===== src/rtl/reg_read_stage_if.sv =====
// Decode-to-execute bus for the register-read stage: decode request, execute latch,
// two writeback ports, flush and the register peek port.
interface reg_read_stage_if #(
    parameter int unsigned NREGS  = 16,
    parameter int unsigned DATA_W = 64
);
    localparam int unsigned IdxW = $clog2(NREGS);

    logic              id_valid;
    logic              id_ready;
    logic [7:0]        id_opcode;
    logic [DATA_W-1:0] id_rip;
    logic [DATA_W-1:0] id_imm;
    logic [IdxW-1:0]   id_src1;
    logic [IdxW-1:0]   id_src2;
    logic              id_src1_valid;
    logic              id_src2_valid;
    logic [IdxW-1:0]   id_dest;
    logic [IdxW-1:0]   id_dest2;
    logic              id_dest_valid;
    logic              id_dest2_valid;

    logic              ex_valid;
    logic              ex_ready;
    logic [7:0]        ex_opcode;
    logic [DATA_W-1:0] ex_rip;
    logic [DATA_W-1:0] ex_imm;
    logic [DATA_W-1:0] ex_op1;
    logic [DATA_W-1:0] ex_op2;
    logic [IdxW-1:0]   ex_dest;
    logic [IdxW-1:0]   ex_dest2;
    logic              ex_dest_valid;
    logic              ex_dest2_valid;

    logic              wb_en;
    logic              wb2_en;
    logic [IdxW-1:0]   wb_reg;
    logic [IdxW-1:0]   wb2_reg;
    logic [DATA_W-1:0] wb_data;
    logic [DATA_W-1:0] wb2_data;

    logic              flush;
    logic [IdxW-1:0]   dbg_addr;
    logic [DATA_W-1:0] dbg_data;

    modport master (
        output id_valid, id_opcode, id_rip, id_imm, id_src1, id_src2, id_src1_valid,
               id_src2_valid, id_dest, id_dest2, id_dest_valid, id_dest2_valid,
               ex_ready, wb_en, wb2_en, wb_reg, wb2_reg, wb_data, wb2_data, flush, dbg_addr,
        input  id_ready, ex_valid, ex_opcode, ex_rip, ex_imm, ex_op1, ex_op2, ex_dest,
               ex_dest2, ex_dest_valid, ex_dest2_valid, dbg_data
    );

    modport slave (
        input  id_valid, id_opcode, id_rip, id_imm, id_src1, id_src2, id_src1_valid,
               id_src2_valid, id_dest, id_dest2, id_dest_valid, id_dest2_valid,
               ex_ready, wb_en, wb2_en, wb_reg, wb2_reg, wb_data, wb2_data, flush, dbg_addr,
        output id_ready, ex_valid, ex_opcode, ex_rip, ex_imm, ex_op1, ex_op2, ex_dest,
               ex_dest2, ex_dest_valid, ex_dest2_valid, dbg_data
    );
endinterface


===== src/rtl/reg_read_stage.sv =====
// Operand-fetch stage: register file with busy scoreboard, RAW/WAW interlock,
// writeback bypass and a single valid/ready output latch towards execute.
module reg_read_stage #(
    parameter int unsigned NREGS  = 16,
    parameter int unsigned DATA_W = 64
) (
    input logic             clk,
    input logic             reset,
    reg_read_stage_if.slave bus
);
    localparam int unsigned IdxW = $clog2(NREGS);

    logic [DATA_W-1:0] regs_q [NREGS];
    logic [NREGS-1:0]  busy_q, busy_d;
    logic [NREGS-1:0]  wb_hit;

    logic              ex_valid_q, ex_valid_d;
    logic [7:0]        ex_opcode_q, ex_opcode_d;
    logic [DATA_W-1:0] ex_rip_q, ex_rip_d;
    logic [DATA_W-1:0] ex_imm_q, ex_imm_d;
    logic [DATA_W-1:0] ex_op1_q, ex_op1_d;
    logic [DATA_W-1:0] ex_op2_q, ex_op2_d;
    logic [IdxW-1:0]   ex_dest_q, ex_dest_d;
    logic [IdxW-1:0]   ex_dest2_q, ex_dest2_d;
    logic              ex_dest_valid_q, ex_dest_valid_d;
    logic              ex_dest2_valid_q, ex_dest2_valid_d;

    logic              raw_hazard, waw_hazard, id_ready, issue;
    logic [DATA_W-1:0] op1, op2;

    always_comb begin
        wb_hit = '0;
        for (int unsigned r = 0; r < NREGS; r++) begin
            wb_hit[r] = (bus.wb_en && bus.wb_reg == IdxW'(r)) ||
                        (bus.wb2_en && bus.wb2_reg == IdxW'(r));
        end
    end

    // A writeback landing this cycle resolves the hazard: it is bypassed or re-set.
    always_comb begin
        raw_hazard = (bus.id_src1_valid && busy_q[bus.id_src1] && !wb_hit[bus.id_src1]) ||
                     (bus.id_src2_valid && busy_q[bus.id_src2] && !wb_hit[bus.id_src2]);
        waw_hazard = (bus.id_dest_valid && busy_q[bus.id_dest] && !wb_hit[bus.id_dest]) ||
                     (bus.id_dest2_valid && busy_q[bus.id_dest2] && !wb_hit[bus.id_dest2]);
        id_ready   = !reset && !bus.flush && !raw_hazard && !waw_hazard &&
                     (!ex_valid_q || bus.ex_ready);
        issue      = bus.id_valid && id_ready;
    end

    always_comb begin
        op1 = '0;
        if (!bus.id_src1_valid)                              op1 = '0;
        else if (bus.wb2_en && bus.wb2_reg == bus.id_src1)   op1 = bus.wb2_data;
        else if (bus.wb_en && bus.wb_reg == bus.id_src1)     op1 = bus.wb_data;
        else                                                 op1 = regs_q[bus.id_src1];
        op2 = '0;
        if (!bus.id_src2_valid)                              op2 = '0;
        else if (bus.wb2_en && bus.wb2_reg == bus.id_src2)   op2 = bus.wb2_data;
        else if (bus.wb_en && bus.wb_reg == bus.id_src2)     op2 = bus.wb_data;
        else                                                 op2 = regs_q[bus.id_src2];
    end

    // Clear order: writebacks, then flushed entry's dests; an issuing dest set wins last.
    always_comb begin
        busy_d = busy_q & ~wb_hit;
        if (bus.flush && ex_valid_q) begin
            if (ex_dest_valid_q)  busy_d[ex_dest_q]  = 1'b0;
            if (ex_dest2_valid_q) busy_d[ex_dest2_q] = 1'b0;
        end
        if (issue) begin
            if (bus.id_dest_valid)  busy_d[bus.id_dest]  = 1'b1;
            if (bus.id_dest2_valid) busy_d[bus.id_dest2] = 1'b1;
        end
    end

    always_comb begin
        ex_valid_d       = ex_valid_q;
        ex_opcode_d      = ex_opcode_q;
        ex_rip_d         = ex_rip_q;
        ex_imm_d         = ex_imm_q;
        ex_op1_d         = ex_op1_q;
        ex_op2_d         = ex_op2_q;
        ex_dest_d        = ex_dest_q;
        ex_dest2_d       = ex_dest2_q;
        ex_dest_valid_d  = ex_dest_valid_q;
        ex_dest2_valid_d = ex_dest2_valid_q;
        if (bus.flush) begin
            ex_valid_d = 1'b0;
        end else if (issue) begin
            ex_valid_d       = 1'b1;
            ex_opcode_d      = bus.id_opcode;
            ex_rip_d         = bus.id_rip;
            ex_imm_d         = bus.id_imm;
            ex_op1_d         = op1;
            ex_op2_d         = op2;
            ex_dest_d        = bus.id_dest;
            ex_dest2_d       = bus.id_dest2;
            ex_dest_valid_d  = bus.id_dest_valid;
            ex_dest2_valid_d = bus.id_dest2_valid;
        end else if (bus.ex_ready) begin
            ex_valid_d = 1'b0;
        end
    end

    always_ff @(posedge clk) begin
        if (reset) begin
            for (int unsigned r = 0; r < NREGS; r++) regs_q[r] <= '0;
        end else begin
            if (bus.wb_en)  regs_q[bus.wb_reg]  <= bus.wb_data;
            if (bus.wb2_en) regs_q[bus.wb2_reg] <= bus.wb2_data;
        end
    end

    always_ff @(posedge clk) begin
        if (reset) begin
            busy_q           <= '0;
            ex_valid_q       <= 1'b0;
            ex_opcode_q      <= '0;
            ex_rip_q         <= '0;
            ex_imm_q         <= '0;
            ex_op1_q         <= '0;
            ex_op2_q         <= '0;
            ex_dest_q        <= '0;
            ex_dest2_q       <= '0;
            ex_dest_valid_q  <= 1'b0;
            ex_dest2_valid_q <= 1'b0;
        end else begin
            busy_q           <= busy_d;
            ex_valid_q       <= ex_valid_d;
            ex_opcode_q      <= ex_opcode_d;
            ex_rip_q         <= ex_rip_d;
            ex_imm_q         <= ex_imm_d;
            ex_op1_q         <= ex_op1_d;
            ex_op2_q         <= ex_op2_d;
            ex_dest_q        <= ex_dest_d;
            ex_dest2_q       <= ex_dest2_d;
            ex_dest_valid_q  <= ex_dest_valid_d;
            ex_dest2_valid_q <= ex_dest2_valid_d;
        end
    end

    assign bus.id_ready       = id_ready;
    assign bus.ex_valid       = ex_valid_q;
    assign bus.ex_opcode      = ex_opcode_q;
    assign bus.ex_rip         = ex_rip_q;
    assign bus.ex_imm         = ex_imm_q;
    assign bus.ex_op1         = ex_op1_q;
    assign bus.ex_op2         = ex_op2_q;
    assign bus.ex_dest        = ex_dest_q;
    assign bus.ex_dest2       = ex_dest2_q;
    assign bus.ex_dest_valid  = ex_dest_valid_q;
    assign bus.ex_dest2_valid = ex_dest2_valid_q;
    assign bus.dbg_data       = regs_q[bus.dbg_addr];
endmodule


===== src/flat_wrapper.sv =====
// flat-port wrapper written by rule: the top's interface ports become plain ports
module reg_read_stage_flat 
#(
    parameter int unsigned NREGS  = 16,
    parameter int unsigned DATA_W = 64
)
  (clk, reset, bus_id_valid, bus_id_opcode, bus_id_rip, bus_id_imm, bus_id_src1, bus_id_src2, bus_id_src1_valid, bus_id_src2_valid, bus_id_dest, bus_id_dest2, bus_id_dest_valid, bus_id_dest2_valid, bus_ex_ready, bus_wb_en, bus_wb2_en, bus_wb_reg, bus_wb2_reg, bus_wb_data, bus_wb2_data, bus_flush, bus_dbg_addr, bus_id_ready, bus_ex_valid, bus_ex_opcode, bus_ex_rip, bus_ex_imm, bus_ex_op1, bus_ex_op2, bus_ex_dest, bus_ex_dest2, bus_ex_dest_valid, bus_ex_dest2_valid, bus_dbg_data);
  reg_read_stage_if #(.NREGS(NREGS), .DATA_W(DATA_W)) bus_i ();
  input logic clk;
  input logic reset;
  input wire logic [$bits(bus_i.id_valid)-1:0] bus_id_valid;
  input wire logic [$bits(bus_i.id_opcode)-1:0] bus_id_opcode;
  input wire logic [$bits(bus_i.id_rip)-1:0] bus_id_rip;
  input wire logic [$bits(bus_i.id_imm)-1:0] bus_id_imm;
  input wire logic [$bits(bus_i.id_src1)-1:0] bus_id_src1;
  input wire logic [$bits(bus_i.id_src2)-1:0] bus_id_src2;
  input wire logic [$bits(bus_i.id_src1_valid)-1:0] bus_id_src1_valid;
  input wire logic [$bits(bus_i.id_src2_valid)-1:0] bus_id_src2_valid;
  input wire logic [$bits(bus_i.id_dest)-1:0] bus_id_dest;
  input wire logic [$bits(bus_i.id_dest2)-1:0] bus_id_dest2;
  input wire logic [$bits(bus_i.id_dest_valid)-1:0] bus_id_dest_valid;
  input wire logic [$bits(bus_i.id_dest2_valid)-1:0] bus_id_dest2_valid;
  input wire logic [$bits(bus_i.ex_ready)-1:0] bus_ex_ready;
  input wire logic [$bits(bus_i.wb_en)-1:0] bus_wb_en;
  input wire logic [$bits(bus_i.wb2_en)-1:0] bus_wb2_en;
  input wire logic [$bits(bus_i.wb_reg)-1:0] bus_wb_reg;
  input wire logic [$bits(bus_i.wb2_reg)-1:0] bus_wb2_reg;
  input wire logic [$bits(bus_i.wb_data)-1:0] bus_wb_data;
  input wire logic [$bits(bus_i.wb2_data)-1:0] bus_wb2_data;
  input wire logic [$bits(bus_i.flush)-1:0] bus_flush;
  input wire logic [$bits(bus_i.dbg_addr)-1:0] bus_dbg_addr;
  output wire logic [$bits(bus_i.id_ready)-1:0] bus_id_ready;
  output wire logic [$bits(bus_i.ex_valid)-1:0] bus_ex_valid;
  output wire logic [$bits(bus_i.ex_opcode)-1:0] bus_ex_opcode;
  output wire logic [$bits(bus_i.ex_rip)-1:0] bus_ex_rip;
  output wire logic [$bits(bus_i.ex_imm)-1:0] bus_ex_imm;
  output wire logic [$bits(bus_i.ex_op1)-1:0] bus_ex_op1;
  output wire logic [$bits(bus_i.ex_op2)-1:0] bus_ex_op2;
  output wire logic [$bits(bus_i.ex_dest)-1:0] bus_ex_dest;
  output wire logic [$bits(bus_i.ex_dest2)-1:0] bus_ex_dest2;
  output wire logic [$bits(bus_i.ex_dest_valid)-1:0] bus_ex_dest_valid;
  output wire logic [$bits(bus_i.ex_dest2_valid)-1:0] bus_ex_dest2_valid;
  output wire logic [$bits(bus_i.dbg_data)-1:0] bus_dbg_data;
  assign bus_i.id_valid = bus_id_valid;
  assign bus_i.id_opcode = bus_id_opcode;
  assign bus_i.id_rip = bus_id_rip;
  assign bus_i.id_imm = bus_id_imm;
  assign bus_i.id_src1 = bus_id_src1;
  assign bus_i.id_src2 = bus_id_src2;
  assign bus_i.id_src1_valid = bus_id_src1_valid;
  assign bus_i.id_src2_valid = bus_id_src2_valid;
  assign bus_i.id_dest = bus_id_dest;
  assign bus_i.id_dest2 = bus_id_dest2;
  assign bus_i.id_dest_valid = bus_id_dest_valid;
  assign bus_i.id_dest2_valid = bus_id_dest2_valid;
  assign bus_i.ex_ready = bus_ex_ready;
  assign bus_i.wb_en = bus_wb_en;
  assign bus_i.wb2_en = bus_wb2_en;
  assign bus_i.wb_reg = bus_wb_reg;
  assign bus_i.wb2_reg = bus_wb2_reg;
  assign bus_i.wb_data = bus_wb_data;
  assign bus_i.wb2_data = bus_wb2_data;
  assign bus_i.flush = bus_flush;
  assign bus_i.dbg_addr = bus_dbg_addr;
  assign bus_id_ready = bus_i.id_ready;
  assign bus_ex_valid = bus_i.ex_valid;
  assign bus_ex_opcode = bus_i.ex_opcode;
  assign bus_ex_rip = bus_i.ex_rip;
  assign bus_ex_imm = bus_i.ex_imm;
  assign bus_ex_op1 = bus_i.ex_op1;
  assign bus_ex_op2 = bus_i.ex_op2;
  assign bus_ex_dest = bus_i.ex_dest;
  assign bus_ex_dest2 = bus_i.ex_dest2;
  assign bus_ex_dest_valid = bus_i.ex_dest_valid;
  assign bus_ex_dest2_valid = bus_i.ex_dest2_valid;
  assign bus_dbg_data = bus_i.dbg_data;
  reg_read_stage #(.NREGS(NREGS), .DATA_W(DATA_W)) u_core (.clk(clk), .reset(reset), .bus(bus_i));
endmodule

===== config.mk =====
export PLATFORM = sky130hd
export DESIGN_NAME = reg_read_stage_flat
export DESIGN_NICKNAME = d
export VERILOG_FILES = /design/src/rtl/reg_read_stage_if.sv /design/src/rtl/reg_read_stage.sv /design/src/flat_wrapper.sv
export SDC_FILE = /design/constraint.sdc
export NUM_CORES = 2
export LEC_CHECK = 0
export BUFFER_PORTS_ARGS = -buffer_cell sky130_fd_sc_hd__buf_2
export CAP_MARGIN = 20
export CORE_MARGIN = 3
export CORE_UTILIZATION = 45
export DETAILED_ROUTE_END_ITERATION = 7
export HOLD_SLACK_MARGIN = 0.12
export PLACE_DENSITY = 0.77
export SLEW_MARGIN = 10
export SYNTH_ARGS = -nofsm -noshare
export SYNTH_HDL_FRONTEND = slang
export SYNTH_SLANG_ARGS = --single-unit

===== constraint.sdc =====
create_clock -name clk -period 2.9 [get_ports clk]
set_clock_uncertainty 0.1 [all_clocks]
set_input_delay 0.145 -clock clk [delete_from_list [all_inputs] [get_ports clk]]
set_output_delay 0.145 -clock clk [all_outputs]
set_load 0.02 [all_outputs]

==> summary.md <==
| Metric | Value |
|---|---|
| Final number of setup-violating endpoints | 281 |
| Reg2Reg Launch Point | u_core.busy_q[8]$_SDFF_PP0_ |
| # fillers | 13200 |
| Multi-input gate area in the final layout | 41600 um^2 |
| Num CTS Buffers | 151 |
| Clock Latency Late Sink | 840 ps |
| DP Area | 88700 um^2 |
| Fin util | 56.4% |
| Required @ worst endpoint | 3490 ps |
| Starting Density | 45.6% |
| Synth Warn # | 0 |
| CP top delay family | multiplexers |
| Top cell by count, worst path | buf_12 |
| Gpl congestion | 0.918 |
| Worst Tran Pin Value | 912 ps |
| Slowest CP cell | or4_4 |
| RSZ-0062 raised after global routing | yes |
| WP depth | 10 |
| Drt pass-1 iters | 8 |
| Tot GR Track Use | 36.4% |
| Worst hold path class | in2reg |
| Final max-slew violation count | 0 |
| Unique masters post-synth | 59 |
| Core Box Area | 177000 um^2 |
| Min cycle time layout | 3390 ps |
| Number of synthesized flops with an enable pin | 1024 |
| Sequential area share after synthesis | 45.2% |
| Async SR Flop Fraction | 0% |
| Starting DRT DRC Count | 13100 |
| HPWL after DPL | 192 mm |
| Final #Nets | 6720 |
| Row Count | 154 |
| FF+latch count, synth | 1315 |
| Max Fclk | 295 MHz |
| CP Capture Type | register |
| CTS tree | built |
| Routed Antenna Nets | 0 |
| Area contributors post-synth | edfxtp_1 38%, mux4_2 27%, a22o_1 11%, dfxtp_1 7.2%, mux2i_1 3.2% |
| Area leader, netlist | edfxtp_1 |
| Setup WS post-layout | -495 ps |
| GRT overflow | 0 |
| Clock transition at path regs | 60 ps |
| Slowest cell delay on critical path | 540 ps |
| Endpoints failing hold | 0 |
| VDD IR max | 0.000578 V |
| Die height | 430 um |
| CTS H-tree depth | 4 |
| Slew HR | 38.5% |
| Routed WL | 348 mm |
| Sequential cell area | 36600 um^2 |
| Mapped Cells | 5557 |
| Vias | 67800 |
| CTS root buf | clkbuf_16 |
| DP Worst Slack | -580 ps |
| Critical path arrival | 3980 ps |
| Leakage power | 37.2 nW |
| CP Launch Point | u_core.busy_q[8]$_SDFF_PP0_ |
| Crit path buf inv count | 3 |
| Status | complete, but fails checks |
| Crit-path max FO | 7 |
| Die Area | 185000 um^2 |
| Hold wc startpoint | bus_id_dest[3] |
| Share of layout cells above drive strength 1 | 37.9% |
| DR vias/cell | 7.60 |
| Synth Flop Type | edfxtp_1 |
| Final Cycle Share | 117% |
| Port Buffer Count | 642 |
| Fin area | 100000 um^2 |
| Worst setup path class | reg2reg |
| I/O pins | 643 |
| Worst setup SP type | register |
| Area grow syn2layout | 23.7% |
| First-pass GRT wire length | 486 mm |
| Mapped Area | 80800 um^2 |
| Vias in the first global route | 67000 |
| Max Cap Viol | 0 |
| Failing checks | design-rule violations, negative setup slack |
| Yosys top cell area share | 38.0% |
| Hold Crit Depth | 4 |
| Clk sinks | 1315 |
| Post-Syn Nets | 5860 |
| Drt wl/cell | 39.1 um |
| DRC | 2 |
| Post-Layout Cell Count | 8916 |
| Mean post-synth cell area | 14.5 um^2 |
| Pin count of the biggest net entering global routing | 112 |
| Worst path cell trace | mux4_2 > mux2_2 > o2111ai_1 > a31oi_1 > or4_4 > or3b_4 > buf_12 > buf_12 > clkbuf_16 > mux2_4 |
| Inst Count DP | 8078 |
| Worst Reg2Reg Path Length in Cells | 10 |
| Pwr/cell area | 524 nW/um^2 |
| Maximum clock path buffer count | 3 |
| Initial antenna violation count | 42 |
| Die width | 430 um |
-- timing repair --
action / 4_1_cts / 5_1_grt
hold buffers: 486 / 0
gates resized for setup: 105 / 65
endpoints found under the setup margin: 281 / 281
setup buffers: 14 / 7
hold endpoints to repair: 1392 / 0
gates cloned: 18 / 4
pin swaps: 1 / 3
-- per-stage QoR --
stage / setup TNS (ps) / total power, mW / hold WS [ps]
after global routing: -115970 / 53.3 / 173
after CTS: -93500 / 51.7 / 151
after detailed placement: -136980 / 31.9 / 254
after floorplan: -29960 / 28.4 / 170
after global placement: -118370 / 31.6 / 248
final: -109970 / 52.4 / 175
-- tightest hold or removal path, stage by stage --
cell	delay (ps)
dlygate4sd3_1	520
buf_2	130
buf_4	130
mux2_4	140
-- placed cells by master, fill, tap and decap left out, types with 33 or more instances in the layout --
master / netlist / final
a22o_1: 1024 / 1024
buf_12: 0 / 157
buf_2: 44 / 627
buf_4: 0 / 202
clkbuf_16: 0 / 156
dfxtp_1: 291 / 282
diode_2: 0 / 38
dlygate4sd3_1: 0 / 486
edfxtp_1: 1024 / 1024
mux2_4: 71 / 131
mux2i_1: 256 / 253
mux4_2: 979 / 979
nand2_1: 270 / 270
nand2b_1: 143 / 142
nor2_1: 39 / 38
nor2b_1: 161 / 161
nor3_2: 0 / 33
o21ai_0: 124 / 123
o22ai_1: 44 / 37
-- routing by layer --
| layer | wire, um | track usage, % |
|---|---|---|
| met2 | 148000 | 52.3 |
| met1 | 106000 | 43.8 |
| met3 | 64600 | 17.1 |
| met5 | 308 | 0.286 |
| met4 | 29200 | 23.9 |
-- cell usage after synthesis (all sizes together), types with 22 or more instances --
cell type	instances
a22o	1024
edfxtp	1024
mux4	979
clkbuf	614
dfxtp	291
nand2	270
mux2i	256
buf	212
nor2b	161
mux2	153
nand2b	143
o21ai	128
o22ai	48
nor3	43
nor2	39
or2	22
-- registers in the layout, summed over array words and instances (netlist names) --
signal / count
u_core.bus.ex_dest2: 4
u_core.bus.ex_dest2_valid: 1
u_core.regs_q: 1024
u_core.bus.ex_op2: 64
u_core.bus.ex_valid: 1
u_core.bus.ex_imm: 64
u_core.bus.ex_op1: 64
u_core.busy_q: 16
u_core.bus.ex_dest: 4
u_core.bus.ex_dest_valid: 1
u_core.bus.ex_opcode: 8
u_core.bus.ex_rip: 64
-- layout make-up --
class | count | area share, %
tap | 2340 | 2.93
timing repair buffer | 1533 | 13.8
clock inverter | 78 | 0.813
inverter | 5 | 0.0188
antenna | 38 | 0.0951
sequential | 1315 | 36.6
clock buffer | 196 | 4.11
multi-input combinational | 3411 | 41.6
-- cells by family (layout without fill, tap and decap cells) --
kind of cell,after synthesis,count (layout),share of synthesized area [%]
XOR/XNOR,16,16,0.173
multiplexers,1388,1388,32.9
flip-flops,1315,1315,45.2
AND/OR/NAND/NOR,735,735,4.69
buffers and inverters,831,1812,4.01
other,0,38,0
AO/OA/AOI/OAI,1272,1272,13.0
-- power by group --
group / internal [mW] / switching, mW
registers: 21.6 / 0.935
logic: 4.84 / 5.52
clock network: 11.0 / 8.43
-- path summary, 6_finish.rpt --
kind / slack, ps / end
max: -490 / u_core.bus.ex_imm[14]$_SDFFE_PP0P_
min: 180 / u_core.bus.ex_dest[3]$_SDFFE_PP0P_
max reg2reg: -490 / u_core.bus.ex_imm[14]$_SDFFE_PP0P_
min reg2reg: 370 / u_core.bus.ex_op1[59]$_SDFFE_PP0P_
(Power assumes the default switching activity.)
